### src/rtl/systolic_result_tx.sv
// Result return path: buffers bytes from the systolic array in a FIFO and
// serialises them to the host as UART 8N1, LSB first.
module systolic_result_tx #(
    parameter int CLKS_PER_BIT = 434,
    parameter int FIFO_DEPTH   = 16,
    parameter int ADDR_W       = 4
) (
    input  logic       clk,
    input  logic       rst,
    input  logic       sys_enable,
    input  logic [7:0] cbit_out,
    output logic       tx,
    output logic       tx_busy,
    output logic       fifo_full,
    output logic       overflow
);

    typedef enum logic [1:0] {
        IDLE,
        START,
        DATA,
        STOP
    } state_t;

    localparam int BAUD_W = (CLKS_PER_BIT > 2) ? $clog2(CLKS_PER_BIT) : 1;
    localparam logic [BAUD_W-1:0] BAUD_LAST = BAUD_W'(CLKS_PER_BIT - 1);
    localparam logic [ADDR_W:0]   DEPTH     = (ADDR_W + 1)'(FIFO_DEPTH);

    logic [7:0]        mem [FIFO_DEPTH];
    logic [ADDR_W-1:0] wr_ptr;
    logic [ADDR_W-1:0] rd_ptr;
    logic [ADDR_W:0]   count;

    state_t            state, state_d;
    logic [BAUD_W-1:0] baud_cnt, baud_d;
    logic [2:0]        bit_idx, bit_d;
    logic [7:0]        shift, shift_d;
    logic              tx_d, busy_d;

    logic pop, push, drop, baud_end;

    // A full FIFO still accepts a byte when the transmitter frees a slot in the same cycle.
    assign pop       = (state == IDLE) && (count != '0);
    assign push      = sys_enable && ((count != DEPTH) || pop);
    assign drop      = sys_enable && !push;
    assign fifo_full = (count == DEPTH);
    assign baud_end  = (baud_cnt == BAUD_LAST);

    always_ff @(posedge clk) begin
        if (push) begin
            mem[wr_ptr] <= cbit_out;
        end
    end

    always_ff @(posedge clk) begin
        if (rst) begin
            wr_ptr   <= '0;
            rd_ptr   <= '0;
            count    <= '0;
            overflow <= 1'b0;
        end else begin
            if (push) begin
                wr_ptr <= wr_ptr + 1'b1;
            end
            if (pop) begin
                rd_ptr <= rd_ptr + 1'b1;
            end
            if (push && !pop) begin
                count <= count + 1'b1;
            end else if (pop && !push) begin
                count <= count - 1'b1;
            end
            if (drop) begin
                overflow <= 1'b1;
            end
        end
    end

    always_comb begin
        state_d = state;
        baud_d  = baud_cnt;
        bit_d   = bit_idx;
        shift_d = shift;
        tx_d    = 1'b1;
        busy_d  = (state != IDLE);

        case (state)
            IDLE: begin
                if (pop) begin
                    shift_d = mem[rd_ptr];
                    baud_d  = '0;
                    state_d = START;
                end
            end
            START: begin
                tx_d = 1'b0;
                if (baud_end) begin
                    baud_d  = '0;
                    bit_d   = '0;
                    state_d = DATA;
                end else begin
                    baud_d = baud_cnt + 1'b1;
                end
            end
            DATA: begin
                tx_d = shift[0];
                if (baud_end) begin
                    baud_d  = '0;
                    shift_d = {1'b0, shift[7:1]};
                    if (bit_idx == 3'd7) begin
                        state_d = STOP;
                    end else begin
                        bit_d = bit_idx + 3'd1;
                    end
                end else begin
                    baud_d = baud_cnt + 1'b1;
                end
            end
            STOP: begin
                if (baud_end) begin
                    baud_d  = '0;
                    state_d = IDLE;
                end else begin
                    baud_d = baud_cnt + 1'b1;
                end
            end
            default: begin
                state_d = IDLE;
            end
        endcase
    end

    // tx and tx_busy lag the state register by one cycle so the line is glitch-free.
    always_ff @(posedge clk) begin
        if (rst) begin
            state    <= IDLE;
            baud_cnt <= '0;
            bit_idx  <= '0;
            shift    <= '0;
            tx       <= 1'b1;
            tx_busy  <= 1'b0;
        end else begin
            state    <= state_d;
            baud_cnt <= baud_d;
            bit_idx  <= bit_d;
            shift    <= shift_d;
            tx       <= tx_d;
            tx_busy  <= busy_d;
        end
    end

endmodule
### config.mk
export PLATFORM = sky130hd
export DESIGN_NAME = systolic_result_tx
export DESIGN_NICKNAME = d
export VERILOG_FILES = /design/src/rtl/systolic_result_tx.sv
export SDC_FILE = /design/constraint.sdc
export NUM_CORES = 1
export LEC_CHECK = 0
export ABC_AREA = 0
export CAP_MARGIN = 20
export CORE_ASPECT_RATIO = 1.4
export CORE_MARGIN = 10
export CORE_UTILIZATION = 30
export DETAILED_ROUTE_END_ITERATION = 7
export DONT_BUFFER_PORTS = 1
export SLEW_MARGIN = 30
export SYNTH_ARGS = -nofsm -noshare
export SYNTH_HDL_FRONTEND = slang
export SYNTH_SLANG_ARGS = --single-unit
### constraint.sdc
create_clock -name clk -period 3.4 [get_ports clk]
set_clock_uncertainty 0.15 [all_clocks]
set_input_delay 0.68 -clock clk [delete_from_list [all_inputs] [get_ports clk]]
set_output_delay 0.68 -clock clk [all_outputs]
set_load 0.01 [all_outputs]
### Word level (Yosys, flattened, before mapping)

Memory sizes are Yosys's and may differ from the RTL's. A register that Yosys moved wholly into a read port is not among the register bits.
Cells that the tools add are included.

| word-level totals | value |
|---|---|
| output and inout port bits | 4 |
| register bits | 38 |
| memories | 1 |
| input port bits | 11 |
| RAM bits | 128 |

Memories:

| memory | words | width | rd ports | clocked after memory_dff | write ports | RTL line | RTL |
|---|---|---|---|---|---|---|---|
| mem | 16 | 8 | 1 | 1 | 1 | 29 | `logic [7:0] mem [FIFO_DEPTH];` |

| operators by class | value |
|---|---|
| mux-type cells | 23 |
| equal/unequal tests | 13 |
| add/sub/neg operators | 6 |
| reductions and logical operators | 18 |

Operators with widths:

| operator | number |
|---|---|
| 9-bit 2-to-1 mux | 2 |
| 9-bit case mux with 2 select lines | 1 |
| 8-bit 2-to-1 mux | 2 |
| 8-bit case mux with 2 select lines | 1 |
| 2-bit != test, second input constant | 6 |
| 2-bit 2-to-1 mux | 5 |
| 5-bit 2-to-1 mux | 2 |
| 9-bit by 1-bit adder with 9-bit output, second input constant | 1 |
| 9-bit equality test, second input constant | 1 |
| 3-bit 2-to-1 mux | 3 |
| 4-bit by 1-bit adder with 4-bit output, second input constant | 2 |
| 4-bit 2-to-1 mux | 2 |
| 2-bit case mux with 4 select lines | 1 |
| 2-bit nonzero test | 4 |
| 3-bit case mux with 2 select lines | 1 |
| 5-bit by 1-bit adder with 5-bit output, second input constant | 1 |
| 5-bit equality test, second input constant | 1 |
| 1-bit logical AND | 5 |
| 5-bit != test, second input constant | 1 |
| 5-bit AND reduction | 1 |
| 5-bit nonzero test | 1 |
| 5-bit by 1-bit subtractor with 5-bit output, second input constant | 1 |
| 2-bit equality test, second input constant | 2 |
| 4-bit AND reduction | 1 |
| 10 further kinds | 12 |

### Logic depth before layout (Yosys ltp)

Gate-level depths: netlist (run 1).

| logic depth | value |
|---|---|
| depth in word-level cells | 8 |
| depth in mapped cells | 12 |
| mapped depth without buffers | 12 |

### Worst setup path after synthesis (run 1)

No wires, ideal clock.

| path | value |
|---|---|
| path type | reg-to-reg |
| from | reg count[0] |
| to | reg count[4] |
| setup time | 72 ps |
| setup slack | 497 ps |
| cell stages (with the launch flop) | 12 |
| path buffers | 0 |
| arrival time | 2,681 ps |
| cells stage by stage | dfxtp_1 -> or4_4 -> o21a_1 -> inv_1 -> ha_1 -> inv_1 -> fa_1 -> a21o_1 -> a21oi_1 -> xnor2_1 -> or3_1 -> a21oi_1 |

| between the ends | value |
|---|---|
| word-level cells in the longest chain between the ends | 7 |
| elaborated cells on any way between the ends | 14 |
| classes of those cells | add/sub (2); eq/ne (1); mux (2); reduce/logical (9) |

Ends and longest elaborated chain:

| element | RTL line | RTL |
|---|---|---|
| start: declaration | 32 | `logic [ADDR_W:0] count;` |
| start signal: assignment | 69 | `count <= count + 1'b1;` |
| start signal: assignment | 71 | `count <= count - 1'b1;` |
| branches (longest 7 deep; another with 5-bit by 1-bit subtractor with 5-bit output) | n/a |  |

Parallel ways; which one is timed is not known. The select of a mux whose other input is x is not followed.
A chain may end at the register's enable or synchronous reset.

### Final worst setup path (run 1)

Ends and elaborated chain as after synthesis.

==> results of run 1 <==
==> state kept, by name (all words and copies together), names as in the netlist, named ones only <==
name / flops
baud_cnt: 9
wr_ptr: 4
tx_busy: 1
overflow: 1
mem: 128
state: 2
rd_ptr: 4
count: 5
shift: 8
tx: 1
bit_idx: 3
==> worst min path at each step <==
stage / slack, ns / cells after the start / end / start
floorplan: 0.28 / 2 / shift[7] / shift[7]
global placement: 0.29 / 2 / bit_idx[1] / bit_idx[1]
detailed placement: 0.30 / 2 / bit_idx[1] / bit_idx[1]
CTS: 0.16 / 1 / baud_cnt[7] / rst
global route: 0.15 / 1 / baud_cnt[7] / rst
finish: 0.17 / 1 / baud_cnt[7] / rst
==> cells by family after synthesis <==
kind of cell    after synthesis  synth area share, %
compound gates               84                 8.43
xor+xnor                      9                 1.13
fa+ha+maj                    19                 3.50
buf+inv                      32                 2.04
flops                       170                 66.9
mux                          43                 11.0
simple gates                104                 6.98
==> layout by cell type, fill, tap and decap left out, drive strengths merged, types with 5 or more instances in the layout <==
cell type,Yosys,routed
nand3,5,5
a221oi,7,7
o21ai,24,24
a32oi,7,7
a21oi,16,16
edfxtp,128,128
nor2,50,50
clkbuf,12,18
inv,13,21
ha,18,18
a21o,9,9
buf,7,13
o22ai,8,8
xnor2,5,5
dfxtp,42,42
nand2,20,20
mux2,14,14
nor3,7,7
mux4,26,26
==> critical path, cell delays in order (launching register included) <==
cell and delay [ns]:
dfxtp_1 0.37, or4_4 0.56, o21a_1 0.24, inv_1 0.12, ha_1 0.20, inv_1 0.11, fa_1 0.42, a21o_1 0.18
a21oi_1 0.17, xnor2_1 0.09, or3_1 0.31, a21oi_1 0.14
==> layer usage <==
metal	GRT usage, %	wire (µm)	vias up
li1	-	-	1813
met1	11.0	5710	1942
met2	16.4	7360	76
met3	2.62	594	17
met4	4.71	383	0
met5	0	0	-
==> Yosys cell counts (2+ instances only) <==
| master | number |
|---|---|
| edfxtp_1 | 128 |
| nor2_1 | 49 |
| dfxtp_1 | 42 |
| mux4_2 | 26 |
| o21ai_0 | 22 |
| nand2_1 | 20 |
| ha_1 | 18 |
| a21oi_1 | 16 |
| mux2_2 | 14 |
| inv_1 | 13 |
| clkbuf_1 | 12 |
| a21o_1 | 8 |
| o22ai_1 | 8 |
| a221oi_1 | 7 |
| a32oi_1 | 7 |
| nor3_1 | 6 |
| nand3_1 | 5 |
| xnor2_1 | 5 |
| a311oi_2 | 4 |
| nand4_1 | 4 |
| or3_1 | 4 |
| xor2_1 | 4 |
| and3_1 | 3 |
| buf_2 | 3 |
| mux2i_1 | 3 |
| nand2b_1 | 3 |
| buf_1 | 2 |
| nand3b_1 | 2 |
| nor2b_1 | 2 |
==> through the flow <==
stage               util, %  area (µm²)  std cells  setup WS [ns]  hold WS, ns
floorplan                 -        7000        461          0.497        0.283
global placement       32.0        7390        761          0.358        0.288
detailed placement     32.0        7390        761          0.272        0.304
CTS                    34.5        7980        793          0.263        0.156
global route           34.5        7980        793         0.0578        0.148
finish                 34.5        7980        793          0.271        0.174
==> power by group <==
group	internal [mW]	switching (mW)	leakage (nW)
logic	0.712	0.901	0.846
registers	2.37	0.161	1.50
clock network	1.04	0.851	0.285
==> cell type report <==
| class | instances | area (µm²) |
|---|---|---|
| Clock buffer | 18 | 429 |
| Sequential cell | 170 | 4690 |
| Multi-Input combinational cell | 259 | 2180 |
| Timing Repair Buffer | 13 | 97.6 |
| Inverter | 13 | 48.8 |
| Tap cell | 306 | 383 |
| Fill cell | 2207 | 15100 |
| Clock inverter | 14 | 154 |
==> impl_metrics.toml, run 1 <==
[global_routing]
grtUsageTotal_pct = 9.70
antenna_found_initial = 0
grt_pass1_vias = 4012
grt_max_degree = 40
grt_pass1_wl_mm = 22.2
grt_overflow = 0

[sta]
max_freq_ghz = 0.320
max-slew-margin-rel_pct = 43.9
finalSetupTns_ns = 0
fin_crit_sh_pct = 92.0
rsz0062_at_grt = "false"
worst_pin_slew_ns = 0.839
hold_viol = 0
fin_crit_ns = 3.13
maxSlewViolCount = 0
setup_viol = 0

[placed_design]
port_buffers = 0
place_congestion = 0.799
hpwl_mm = 9.56

[cts]
cts_root_buf = "clkbuf_16"
cts.clk_slew.worst_paths_ns = 0.06
cts.sinks = 170
clk_latency_ns = 0.43
hold_buffers = 0
cts_inserted_buffers = 17
cts-resized-gates = 0
htreeDepth = 4
cts_buffer_depth = 2
cts_tree = "yes"
post-cts-setup-buffers = 0

[worst_setup_path]
timing.reg2reg.setup_slack_ns = 0.27
path_class = "reg -> reg"
worstPathRequired_ns = 3.60
cp-end-kind = "flop"
reg2reg_from = "count[0]"
crit_fanout = 5
crit_end = "count[4]"
rr_worst_depth = 11
rr_endpoint = "count[4]"
crit_start = "count[0]"
startpoint_type = "flop"
cp.arrival_ns = 3.33

[synthesis]
synthDistinctLibCells = 50
async_reset_ff_share_pct = 0
ys_seq_area_share_pct = 66.9
synthTopCellsByArea = "edfxtp_1, dfxtp_1, mux4_2"
synth-seq-cells = 170
yosysTopAreaCellShare_pct = 54.9
synthCells = 461
postSynth.topFlopCell = "edfxtp_1"
synth_area_leader_cell = "edfxtp_1"
synth_enable_flop_cells = 128
avgSynthCellArea_um2 = 15.2
synth_area_mm2 = 0.00700
yosysWarnings = 0
synth_nets = 491

[status]
status = "complete, no violations"

[flow_run]
drv_cap = 0

[layout]
diodes = 0
syn_to_final_growth_pct = 13.9
drive_gt1_share_pct = 19.9
nets = 504

[power_and_ir_drop]
power_mw = 6.04
p_leak_nw = 2.63
power_density_mw_per_mm2 = 757
ir_worst_vdd_uv = 434

[route]
ant_nets = 0
drt-pass1-iter-count = 4
route.vias.total = 3848
wirelength_mm = 14.0
drt_iter0_drc = 187
via_per_inst = 4.85
wire_per_inst_um = 17.7
route.detailed.drc = 0

[die]
rows = 66
dieArea_mm2 = 0.0299
core_area_mm2 = 0.0231
io_pins = 15
die_x_um = 149
start_util_pct = 30.3
die_y_um = 201

[worst_hold_path]
min_path_type = "in -> reg"
(Power assumes the default switching activity.)
==> run 2: changes to the inputs <==
CTS_CLUSTER_DIAMETER = 40   (was default)
==> results of run 2 <==
No change in the layout: final DEF, timing and power equal those of run 1.
==> variant 1: new RTL, flow settings as in run 2 <==
Re-encode `state_t` (4 states) as one-hot, 4 bits wide.
--- a/src/rtl/systolic_result_tx.sv
+++ b/src/rtl/systolic_result_tx.sv
@@ -17,7 +17,7 @@
 
-    typedef enum logic [1:0] {
-        IDLE,
-        START,
-        DATA,
-        STOP
+    typedef enum logic [3:0] {
+        IDLE  = 4'b0001,
+        START = 4'b0010,
+        DATA  = 4'b0100,
+        STOP  = 4'b1000
     } state_t;
Function: no difference found for any inputs over 10 cycles, from zero or initial values and one cycle with rst high; not proved beyond that.
==> variant 1 against run 2 <==
  * Sequential cell count increased by 2
  * Cell area increased by 1.2%
  * Synthesized area increased by 0.18%
  * Synthesized cell count increased by 0.43%
  * Sequential share of layout area decreased by 0.21 points
  * Via count increased by 1.5%
  * Sequential power increased by 2%
  * Clock power increased by 6%
  * Largest power group unchanged
  * Setup slack got worse by 0.084 ns
  * Combinational power decreased by 18%
  * Final cell count increased by 1.0%
  * Routed wire length increased by 4.0%
  * Non-clock buffer count increased by 10
  * Total power decreased by 2.0%
==> variant 1: results <==
metrics = {
    "layout": {
        "fillCellCount": 2228,
        "stdcell_count": 801,
        "n_all_buffers": 23,
        "nets": 508,
        "final-clk-cell-share": 0.07564,
        "regArea_um2": 4726,
        "num-clock-buffers": 17,
        "multi_input_area_um2": 2147,
        "final-nonclk-buf-share": 0.02139,
        "drive_gt1_frac": 0.1960,
        "multi_input_comb_cells": 260,
        "multi_input_area_share": 0.2660,
        "inverters": 9,
    },
    "route": {
        "drt-initial-drc-count": 219,
        "wl_um": 14610,
        "via_per_inst": 4.875,
        "firstDrtPassIters": 5,
    },
    "critical_path": {
        "ff2ff_setup_slack_ns": 0.19,
        "worst_path_largest_cell_delay_ns": 0.64,
        "crit_arrival_ns": 3.42,
    },
    "logic_synthesis": {
        "synthMuxAreaShare": 0.1073,
        "synth_compound_area_frac": 0.08256,
        "synth_area_leaders": "edfxtp_1, dfxtp_1, mux4_2",
        "syn_area_per_cell_um2": 15.15,
        "ys_seq_elements": 172,
        "synth_fa_ha_area_frac": 0.02603,
        "synth_cell_type_count": 52,
        "ys_seq_area_frac": 0.6733,
        "synth_xor_area_frac": 0.02122,
    },
    "outcome": {
        "status": "finished clean",
    },
    "grt": {
        "grt_pass1_vias": 4153,
        "grt_max_degree": 35,
        "grt_util_all_layers": 0.1007,
    },
    "pwr": {
        "p_clk_frac": 0.340,
        "switching_share": 0.2904,
        "p_sw_mw": 1.719,
        "p_comb_frac": 0.223,
        "vdd_drop_max_uv": 397.4,
    },
    "placed_design": {
        "routabilityCongestion": 0.8183,
        "place_hpwl_um": 10060,
        "placedInstanceArea_um2": 7462,
        "dp_slack_ns": 0.1812,
    },
    "timing": {
        "worst_slew_pin_slew_ns": 0.9041,
    },
    "min_path": {
        "whs_endpoint": "state[2]$_SDFFE_PP0P_",
    },
}
[variant 1: metal layers]
layer | up-vias | wire length (um) | global-route usage
met5 | - | 0 | 0
met4 | 0 | 266 | 0.04111
met3 | 16 | 734 | 0.02797
met2 | 76 | 7800 | 0.1763
met1 | 1987 | 5807 | 0.1113
li1 | 1826 | - | -
[variant 1: worst max-delay path by stage]
stage | from | end | slack (ns)
2_1_floorplan | count[2]$_SDFFE_PP0P_ | count[4]$_SDFFE_PP0P_ | 0.49
3_3_place_gp | count[0]$_SDFFE_PP0P_ | count[4]$_SDFFE_PP0P_ | 0.26
3_5_place_dp | count[2]$_SDFFE_PP0P_ | count[4]$_SDFFE_PP0P_ | 0.18
4_1_cts | count[2]$_SDFFE_PP0P_ | count[4]$_SDFFE_PP0P_ | 0.18
6_report | count[2]$_SDFFE_PP0P_ | count[4]$_SDFFE_PP0P_ | 0.19
5_1_grt | count[0]$_SDFFE_PP0P_ | count[4]$_SDFFE_PP0P_ | 0.01
==> variant 2: new RTL, settings of run 2 <==
Without the edit above. Change the parameter `CLKS_PER_BIT` from 434 to 217.
--- a/src/rtl/systolic_result_tx.sv
+++ b/src/rtl/systolic_result_tx.sv
@@ -3,3 +3,3 @@
 module systolic_result_tx #(
-    parameter int CLKS_PER_BIT = 434,
+    parameter int CLKS_PER_BIT = 217,
     parameter int FIFO_DEPTH   = 16,
Check against the original RTL: same outputs for any inputs over 10 cycles, from zero or initial values and one cycle with rst high; that may be too few to reach the edited logic, so the function may still have changed.
==> variant 2 against run 2 <==
  * Synthesized area grew 1.5%
  * Critical path depth unchanged
  * Largest power group unchanged
  * Sequential cell count down 1
  * Setup slack lost 0.023 ns
  * Cell area up 1.5%
  * Highest routed layer unchanged
  * Total power increased by 1.9%
  * Hold slack worse by 0.014 ns
  * Final cell count rose by 1.1%
  * Routed wire length grew 2.7%
==> variant 2: results <==
metrics = {
    "critical_path": {
        "crit_arrival_ns": 3.37,
    },
    "pwr": {
        "vdd_drop_max_uv": 379.0,
        "switching_share": 0.3086,
        "power_leakage_nw": 2.690,
        "p_comb_frac": 0.254,
        "seqPwrFrac": 0.410,
    },
    "layout": {
        "n_all_buffers": 14,
        "drive_gt1_frac": 0.1472,
        "regArea_um2": 4666,
        "fillCellCount": 2218,
        "num-clock-buffers": 17,
        "multi_input_area_um2": 2252,
        "reg.largest.list": "mem x128, baud_cnt x8, shift x8",
        "final-clk-cell-share": 0.07762,
        "final-nonclk-buf-share": 0.01454,
        "syn_to_final_growth_pct": 13.80,
        "multi_input_comb_cells": 270,
        "inverters": 12,
    },
    "route": {
        "wl_met2_um": 7882,
        "vias": 3908,
        "firstDrtPassIters": 6,
        "wl_um": 14430,
        "route.met3.wl_um": 516,
        "drt-initial-drc-count": 300,
        "wl_met1_um": 5807,
    },
    "min_path": {
        "hp-class": "primary input to flop",
    },
    "logic_synthesis": {
        "synth.net_count": 508,
        "netlist_top_cells_count": "edfxtp_1, nor2_1, dfxtp_1",
        "synth_cell_type_count": 53,
        "synthesis.area_um2": 7111,
        "synth_edf_count": 128,
        "ys_seq_area_frac": 0.6560,
        "synth_area_leaders": "edfxtp_1, dfxtp_1, mux4_1",
    },
    "placed_design": {
        "placedInstanceArea_um2": 7463,
        "place_hpwl_um": 9811,
        "routabilityCongestion": 0.7420,
    },
    "grt": {
        "antenna_found_initial": 0,
        "grt_max_degree": 38,
        "grt_pass1_wl_um": 22580,
        "grt_util_all_layers": 0.09746,
        "grt_pass1_vias": 4061,
    },
    "clock_network": {
        "clkSlewWorstSetupHoldPaths_ns": 0.07,
        "postCtsSetupRepairBufs": 0,
        "post_cts_resized": 0,
        "cts_num_sinks": 169,
        "htree_levels": 4,
        "tritoncts": "built",
        "root_buffer": "clkbuf_16",
    },
    "timing": {
        "slew_headroom": 0.4330,
    },
    "outcome": {
        "status": "finished clean",
    },
}
## variant 2: cell types whose count changed after synthesis, sizes merged, moves of 6 or more
| cell | run 2 | this run |
|---|---|---|
| mux2 | 14 | 7 |
| a2111oi | 0 | 6 |
| o21ai | 24 | 13 |
| a21oi | 16 | 24 |
| a32oi | 7 | 0 |
| o31ai | 0 | 6 |
| nor2b | 2 | 15 |
| a22oi | 1 | 7 |
| o22ai | 8 | 0 |
## variant 2: kinds of logic (layout without fill, tap and decap cells)
| group | after synthesis | count (layout) | synth area share |
|---|---|---|---|
| buf+inv | 39 | 57 | 0.02727 |
| mux | 39 | 39 | 0.1082 |
| flops | 169 | 169 | 0.6560 |
| simple gates | 123 | 123 | 0.08570 |
| fa+ha+maj | 19 | 19 | 0.03449 |
| xor+xnor | 9 | 9 | 0.01108 |
| compound gates | 80 | 80 | 0.07725 |
## variant 2: metrics by stage
stage          total power [mW]    util  instances  hold WS (ns)  setup slack [ns]
6_report                  6.152  0.3475        802        0.1602            0.2480
5_1_grt                   6.464  0.3475        802        0.1391          0.004270
4_1_cts                   6.193  0.3475        802        0.1514            0.2674
3_5_place_dp              4.128  0.3205        771        0.2932            0.2830
3_3_place_gp              4.069  0.3205        771        0.2855            0.3350
2_1_floorplan             3.781       -        478        0.2821            0.4461
## variant 2: path summary, 6_finish.rpt
path                              end  slack, ns  depth (start not counted)
max reg2reg     count[4]$_SDFFE_PP0P_       0.25                         11
min          baud_cnt[6]$_SDFFE_PP0P_       0.16                          1
max             count[4]$_SDFFE_PP0P_       0.25                         11
min reg2reg     shift[2]$_SDFFE_PP0P_       0.32                          2
## variant 2: layer usage
metal / track usage / vias up
li1: - / 1849
met1: 0.1048 / 1985
met2: 0.1752 / 59
met3: 0.02884 / 15
met4: 0.03514 / 0
met5: 0 / -
